**config.mk**
```make
export PLATFORM = sky130hd
export DESIGN_NAME = multicycle_control_fsm
export DESIGN_NICKNAME = d
export VERILOG_FILES = /design/src/rtl/multicycle_control_fsm.sv
export SDC_FILE = /design/constraint.sdc
export NUM_CORES = 1
export LEC_CHECK = 0
export CAP_MARGIN = 20
export CORE_MARGIN = 1.5
export CORE_UTILIZATION = 34
export CTS_CLUSTER_SIZE = 14
export DETAILED_ROUTE_END_ITERATION = 8
export GPL_ROUTABILITY_DRIVEN = 1
export GPL_TIMING_DRIVEN = 1
export PLACE_DENSITY = 0.62
export SYNTH_ARGS = -nofsm -noshare
export SYNTH_HDL_FRONTEND = slang
export SYNTH_SLANG_ARGS = --single-unit
```
**constraint.sdc**
```tcl
create_clock -name clk -period 2.4 [get_ports clk]
set_clock_uncertainty 0.2 [all_clocks]
set_input_delay 0.6 -clock clk [delete_from_list [all_inputs] [get_ports clk]]
set_output_delay 0.6 -clock clk [all_outputs]
set_load 0.05 [all_outputs]
```
**src/rtl/multicycle_control_fsm.sv**
```systemverilog
// Multicycle control unit: FETCH/DECODE/EXEC/MEM/WB sequencer with a retired-instruction counter.
// Optional MC_CTRL_STALL_EN adds a mem_ready input that holds MEM until the data memory is done.
module multicycle_control_fsm #(
    parameter int CNT_W = 16
) (
    input  logic             clk,
    input  logic             rst,
    input  logic [10:0]      ins,
`ifdef MC_CTRL_STALL_EN
    input  logic             mem_ready,
`endif
    output logic             ir_write,
    output logic             pc_write,
    output logic             branch,
    output logic             reg2loc,
    output logic             alusrc,
    output logic             memtoreg,
    output logic             regwrite,
    output logic             memread,
    output logic             memwrite,
    output logic [1:0]       aluop,
    output logic [2:0]       state,
    output logic             retire,
    output logic [CNT_W-1:0] instr_count
);

    typedef enum logic [2:0] {
        ST_FETCH  = 3'd0,
        ST_DECODE = 3'd1,
        ST_EXEC   = 3'd2,
        ST_MEM    = 3'd3,
        ST_WB     = 3'd4
    } state_t;

    typedef enum logic [1:0] {
        CLS_STUR  = 2'd0,
        CLS_LDUR  = 2'd1,
        CLS_RTYPE = 2'd2,
        CLS_CBZ   = 2'd3
    } cls_t;

    state_t           state_q;
    state_t           state_d;
    cls_t             cls_q;
    cls_t             cls_d;
    cls_t             ins_cls;
    logic             mem_done;
    logic [CNT_W-1:0] count_q;
    logic             unused_ins;

    // Only three opcode bits distinguish the instruction classes handled here.
    assign unused_ins = ^{ins[10:6], ins[3:2], ins[0]};

    always_comb begin
        if (ins[5]) begin
            ins_cls = CLS_CBZ;
        end else if (ins[1]) begin
            ins_cls = CLS_LDUR;
        end else if (ins[4]) begin
            ins_cls = CLS_RTYPE;
        end else begin
            ins_cls = CLS_STUR;
        end
    end

`ifdef MC_CTRL_STALL_EN
    assign mem_done = mem_ready;
`else
    assign mem_done = 1'b1;
`endif

    always_ff @(posedge clk) begin
        if (rst) begin
            state_q <= ST_FETCH;
            cls_q   <= CLS_STUR;
        end else begin
            state_q <= state_d;
            cls_q   <= cls_d;
        end
    end

    assign cls_d = (state_q == ST_DECODE) ? ins_cls : cls_q;

    always_comb begin
        state_d = ST_FETCH;
        case (state_q)
            ST_FETCH:  state_d = ST_DECODE;
            ST_DECODE: state_d = ST_EXEC;
            ST_EXEC: begin
                case (cls_q)
                    CLS_RTYPE: state_d = ST_WB;
                    CLS_LDUR:  state_d = ST_MEM;
                    CLS_STUR:  state_d = ST_MEM;
                    default:   state_d = ST_FETCH;
                endcase
            end
            ST_MEM: begin
                if (!mem_done) begin
                    state_d = ST_MEM;
                end else if (cls_q == CLS_LDUR) begin
                    state_d = ST_WB;
                end else begin
                    state_d = ST_FETCH;
                end
            end
            ST_WB:     state_d = ST_FETCH;
            default:   state_d = ST_FETCH;
        endcase
    end

    // Outputs come from state and class only, except DECODE reg2loc which must
    // look at the incoming opcode because the class register is not loaded yet.
    always_comb begin
        ir_write = 1'b0;
        pc_write = 1'b0;
        branch   = 1'b0;
        reg2loc  = 1'b0;
        alusrc   = 1'b0;
        memtoreg = 1'b0;
        regwrite = 1'b0;
        memread  = 1'b0;
        memwrite = 1'b0;
        aluop    = 2'b00;
        retire   = 1'b0;
        if (!rst) begin
            case (state_q)
                ST_FETCH: begin
                    ir_write = 1'b1;
                    pc_write = 1'b1;
                end
                ST_DECODE: begin
                    reg2loc = (ins_cls != CLS_RTYPE);
                end
                ST_EXEC: begin
                    case (cls_q)
                        CLS_RTYPE: begin
                            aluop  = 2'b10;
                            alusrc = 1'b0;
                        end
                        CLS_LDUR: begin
                            aluop  = 2'b00;
                            alusrc = 1'b1;
                        end
                        CLS_STUR: begin
                            aluop   = 2'b00;
                            alusrc  = 1'b1;
                            reg2loc = 1'b1;
                        end
                        default: begin
                            aluop   = 2'b01;
                            reg2loc = 1'b1;
                            branch  = 1'b1;
                            retire  = 1'b1;
                        end
                    endcase
                end
                ST_MEM: begin
                    if (cls_q == CLS_LDUR) begin
                        memread = 1'b1;
                    end else if (cls_q == CLS_STUR) begin
                        memwrite = 1'b1;
                        reg2loc  = 1'b1;
                        retire   = mem_done;
                    end
                end
                ST_WB: begin
                    regwrite = 1'b1;
                    memtoreg = (cls_q == CLS_LDUR);
                    retire   = 1'b1;
                end
                default: begin
                    retire = 1'b0;
                end
            endcase
        end
    end

    always_ff @(posedge clk) begin
        if (rst) begin
            count_q <= '0;
        end else if (retire) begin
            count_q <= count_q + CNT_W'(1);
        end
    end

    assign state       = state_q;
    assign instr_count = count_q;

endmodule

```
==> results of run 1 <==
-- layer usage --
layer | wire (um) | global-route usage [%] | vias to the layer above
met2 | 1678 | 29.79 | 47
li1 | - | - | 642
met4 | 48 | 8.611 | 0
met3 | 149 | 2.162 | 5
met5 | 0 | 0 | -
met1 | 1355 | 19.82 | 610
-- final cells by class --
| type | instances | area (um2) | area share [%] |
|---|---|---|---|
| multi-input combinational | 108 | 840.8 | 41.43 |
| timing repair buffer | 60 | 646.9 | 31.87 |
| sequential | 21 | 434.2 | 21.39 |
| tap | 46 | 57.56 | 2.836 |
| clock buffer | 3 | 22.52 | 1.110 |
| inverter | 6 | 22.52 | 1.110 |
| clock inverter | 1 | 5.005 | 0.2466 |
-- sequential cells by signal, indices dropped and copies added, names as in the netlist --
register	count
state	3
instr_count	16
cls_q	2
-- final timing paths --
path,start,to,slack [ns],cells after the start
worst max-delay path,state[2],retire,0.007,4
worst min-delay path,instr_count[9],instr_count[9],0.31,2
worst max register to register,state[2],instr_count[5],0.13,6
worst min register to register,instr_count[9],instr_count[9],0.31,2
-- cells in the final DEF (no fill, tap or decap), drive strengths merged, types with 3 or more instances in the layout --
cell            n
o21ai           6
a31oi           4
nand2           5
a21oi          11
nand3           5
ha              6
dfxtp          21
dlymetal6s2s    4
inv             6
clkbuf          4
o31ai           3
nand4           7
and3            4
and4            3
xnor2           3
nor2           14
nor3            3
buf            44
clkdlybuf4s50   8
or3             4
nor3b           4
-- critical path: cells and delay by family (launching register included) --
| family | cells | cell delay (ns) |
|---|---|---|
| and+or+nand+nor | 3 | 0.74 |
| buffers and inverters | 1 | 0.14 |
| DFF | 1 | 0.40 |
-- logic make-up after synthesis --
| family | Yosys count | share of synthesized area [%] |
|---|---|---|
| xor+xnor | 4 | 2.875 |
| mux | 3 | 2.567 |
| fa+ha+maj | 6 | 6.160 |
| compound gates | 31 | 15.71 |
| simple gates | 64 | 32.03 |
| buf+inv | 16 | 6.159 |
| flops | 21 | 34.50 |
-- power by group --
| part | leakage, nW | internal, W | switching, W |
|---|---|---|---|
| Sequential | 0.173 | 0.000361 | 0.00000960 |
| Clock | 0.0177 | 0.0000623 | 0.000108 |
| Combinational | 0.643 | 0.000136 | 0.000169 |
| Total | 0.834 | 0.000559 | 0.000286 |
-- per-stage QoR --
step / util (%) / hold WS [ns] / setup TNS, ns / instance area [um2] / std cells
6_report: 59.87 / 0.3132 / 0 / 2029 / 245
5_1_grt: 59.87 / 0.3397 / -0.1381 / 2029 / 245
4_1_cts: 59.10 / 0.3135 / -0.006457 / 2003 / 243
3_5_place_dp: 54.56 / 0.2951 / -2.081 / 1849 / 227
3_3_place_gp: 54.56 / 0.2874 / -2.049 / 1849 / 227
2_1_floorplan: - / 0.3073 / -0.4727 / 1370 / 145
-- timing repair --
item                       4_1_cts  5_1_grt
pin swaps                        7        2
buffers inserted                12        2
setup endpoints to repair       12       15
resized for setup               18        8
==> impl_metrics.yaml, run 1 <==
placed_design:
  place_congestion: 0.7856
  dpl.hpwl_mm: 2.358
  io_buffers: 35
  place_ws_ns: -0.2670
cts:
  clk_pin_slew_worst_paths_ns: 0.12
  cts_sinks: 21
  clock-root-buffer: "clkbuf_4"
  cts_buffer_depth: 2
  htree_levels: 1
  cts_tree: "yes"
  holdBufCountCts: 0
  insertion_delay_ns: 0.31
  cts_buffers: 3
route:
  first_pass_iters: 4
  vias: 1304
  dr.first_iter.drc_count: 75
  wire_per_inst_um: 13.19
  finalWirelength_mm: 3.232
  via_per_inst: 5.322
  route.detailed.drc: 0
  postRouteAntennaNets: 0
timing:
  setup_slack_ns: 0.007302
  post-route-period-util_pct: 99.70
  slew_headroom_pct: 61.99
  max_clock_freq_mhz: 417.9
  finalSetupViolations: 0
  worst_pin_slew_ns: 0.5689
  finalHoldViolations: 0
  finalMaxSlewViolations: 0
  period_needed_ns: 2.393
  rsz0062_at_grt: "yes"
synthesis:
  yosys.area.top_type: "dfxtp_1"
  syn_avg_cell_area_um2: 8.405
  netlist_instances: 145
  synthMostInstantiatedCell: "dfxtp_1"
  post_synth_num_cell_types: 43
  synthTopCellsByCount: "21 x dfxtp_1, 14 x nor2_1, 11 x a21oi_1"
  yosysSeqAreaShare_pct: 34.50
  synth_top_cell_area_share_pct: 34.50
  syn_area_um2: 1219
  synth_flop_cell: "dfxtp_1"
  synth_area_leaders: "dfxtp_1 34%, ha_1 6.2%, a21oi_1 4.5%"
  yosys_register_bits: 21
  synth.yosys.warnings: 0
  async_reset_ff_share_pct: 0
  syn_nets: 164
  synth_edf_count: 0
global_routing:
  track_usage_pct: 16.88
  overflow: 0
  grt_pass1_wl_mm: 5.499
  grt_max_degree: 22
  first_global_vias: 1277
  antenna_found_initial: 0
floorplan:
  start_util_pct: 35.95
  coreArea_um2: 3390
  io_pins: 44
  chipHeight_um: 62.87
  die_w_um: 62.87
  dieArea_um2: 3953
  num_rows: 21
worst_setup_path:
  path_class: "reg2out"
  cp_slowest_cell: "or3b_4"
  crit_chain: "or3b_4 -> and3_4 -> nor2_4 -> buf_12"
  arrival_ns: 1.59
  cp.required_ns: 1.60
  endpoint_kind: "primary output"
  slowest_delay_ns: 0.41
  cp_max_fo: 7
  start_kind: "flop"
power:
  power.leakage_nw: 0.8338
  totalPowerFinal_w: 0.0008456
  cellPowerDensity_nw_per_um2: 416.7
  peakVddDrop_uv: 229.3
layout:
  fin_nets: 219
  fill_cells: 302
  area_growth_pct: 66.53
  antenna_cells: 0
  drive_above_1_share_pct: 38.69
run:
  maxCapViolations: 0
outcome:
  outcome: "completed"
hold_path:
  holdCritPathClass: "reg2reg"
No activity file was read; power rests on OpenSTA's default activity.
==> inputs of run 2 (changes only) <==
CORE_MARGIN = 5   (was 1.5)
==> run 2 against run 1 <==
- register-to-register slack better by 0.16 ns
- cell count down 0.82%
- hold slack worse by 0.0058 ns
- fmax up 1.6%
- non-clock buffer count down 2
- core utilization down 0.97 points
- setup slack better by 0.039 ns
- clock power about the same
- critical path depth up 2
==> impl_metrics.yaml, run 2 (synthesis results as in run 1) <==
layout:
  drive_above_1_share_pct: 37.06
  area_growth_pct: 65.09
  fin_nets: 217
  fin_cells: 243
  layout_common_cells: "28 x buf_4, 16 x dfxtp_1, 13 x buf_12, 11 x nor2_1, 10 x a21oi_1"
  fin_util_pct: 58.90
  antenna_cells: 0
  final_common_cell: "buf_4"
  largest_register_ffs: 16
hold_path:
  whs_path_depth: 2
  holdCritPathClass: "reg2reg"
  hp-start: "instr_count[9]"
  hold_end: "instr_count[9]"
placed_design:
  dp_cells: 227
  dpl.hpwl_mm: 2.481
  io_buffers: 35
  place_congestion: 0.8141
  place_ws_ns: -0.3004
floorplan:
  dieArea_um2: 4882
  coreArea_um2: 3416
  die_w_um: 69.87
  chipHeight_um: 69.87
  io_pins: 44
  start_util_pct: 35.68
  num_rows: 21
worst_setup_path:
  path_class: "reg2out"
  cp.required_ns: 1.60
  crit_chain: "inv_2 -> ha_4 -> nor3b_2 -> a21oi_2 -> nor3_4 -> buf_12"
  endpoint_kind: "primary output"
  r2r_setup_slack_ns: 0.29
  cp_max_fo: 3
  start_kind: "flop"
  worstReg2RegStart: "state[2]"
  slowest_delay_ns: 0.36
  cp_slowest_cell: "dfxtp_2"
  arrival_ns: 1.55
  reg2reg_depth: 5
  r2r_end: "instr_count[13]"
global_routing:
  first_global_vias: 1299
  grt_pass1_wl_mm: 5.913
  antenna_found_initial: 0
  overflow: 0
  track_usage_pct: 14.47
  grt_max_degree: 20
cts:
  holdBufCountCts: 0
  htree_levels: 1
  cts_buffers: 3
  cts_sinks: 21
  cts_buffer_depth: 2
  clock-root-buffer: "clkbuf_4"
  clk_pin_slew_worst_paths_ns: 0.13
  cts_tree: "yes"
  insertion_delay_ns: 0.30
timing:
  holdWs_ns: 0.3074
  post-route-period-util_pct: 98.08
  finalMaxSlewViolations: 0
  finalHoldViolations: 0
  max_clock_freq_mhz: 424.8
  rsz0062_at_grt: "yes"
  setup_slack_ns: 0.04612
  worst_pin_slew_ns: 0.5347
  period_needed_ns: 2.354
  finalSetupViolations: 0
  slew_headroom_pct: 64.28
outcome:
  outcome: "completed"
power:
  peakVddDrop_uv: 252.5
  power.leakage_nw: 0.7827
  cellPowerDensity_nw_per_um2: 416.9
route:
  postRouteAntennaNets: 0
  wire_per_inst_um: 14.08
  via_per_inst: 5.412
  dr.first_iter.drc_count: 60
  route.detailed.drc: 0
  finalWirelength_mm: 3.421
  first_pass_iters: 5
  vias: 1315
run:
  maxCapViolations: 0
run 2: changes by cell type in the layout (fill, tap and decap cells not counted):
cell / previous run / this run
clkdlybuf4s50_1: 8 / 9
ha_1: 4 / 5
nor2_1: 10 / 11
dlymetal6s2s_1: 4 / 1
ha_2: 1 / 0
nor2_2: 2 / 1
dlygate4sd2_1: 2 / 4
buf_4: 31 / 28
buf_12: 12 / 13
run 2: how the worst max path moves through the flow:
stage | depth (start not counted) | end | slack, ns | from
floorplan | 4 | pc_write | -0.23 | rst
global placement | 5 | memtoreg | -0.28 | rst
detailed placement | 6 | reg2loc | -0.30 | ins[4]
CTS | 6 | reg2loc | -0.007 | cls_q[1]
global route | 6 | reg2loc | -0.03 | ins[1]
finish | 6 | reg2loc | 0.05 | cls_q[1]
run 2: metrics by stage:
| stage | total power, W | cell area (um2) | setup TNS (ns) |
|---|---|---|---|
| final | 0.0008387 | 2012 | 0 |
| after global placement | 0.0006299 | 1849 | -2.153 |
| after floorplan | 0.0005544 | 1370 | -0.4727 |
| after CTS | 0.0008464 | 2007 | -0.007432 |
| after global routing | 0.0008786 | 2012 | -0.02855 |
| after detailed placement | 0.0006351 | 1849 | -2.253 |
run 2: where the power goes:
group / total, W / switching, W / internal, W
Clock: 0.000170 / 0.000108 / 0.0000621
Combinational: 0.000298 / 0.000168 / 0.000130
Sequential: 0.000370 / 0.00000941 / 0.000361
run 2: layer usage:
metal / routed length, um / up-vias / GRT usage, % / share of wire (%)
li1: - / 644 / - / -
met1: 1431 / 619 / 16.81 / 42
met2: 1761 / 48 / 25.71 / 51
met3: 178 / 4 / 2.726 / 5.2
met4: 48 / 0 / 6.170 / 1.4
met5: 0 / - / 0 / 0
run 2: final cells by class:
type	instances	area, um2
multi-input cells	108	835.8
well taps	46	57.56
clock buffers	3	22.52
inverters	6	22.52
fillers	322	1404
clock inverters	1	5.005
repair buffers	58	634.4
flip-flops and latches	21	434.2
run 2: repair_timing:
action | CTS | global route
pin swaps | 7 | 2
setup buffers | 11 | 1
resized for setup | 21 | 2
endpoints found under the setup margin | 13 | 7
run 2: worst max-delay path, delay by kind of cell (launching register included):
kind	cells	cell delay [ns]
buffers and inverters	2	0.23
DFF	1	0.36
and+or+nand+nor	2	0.36
AOI/OAI and AO/OA	1	0.07
adders and majority gates	1	0.23
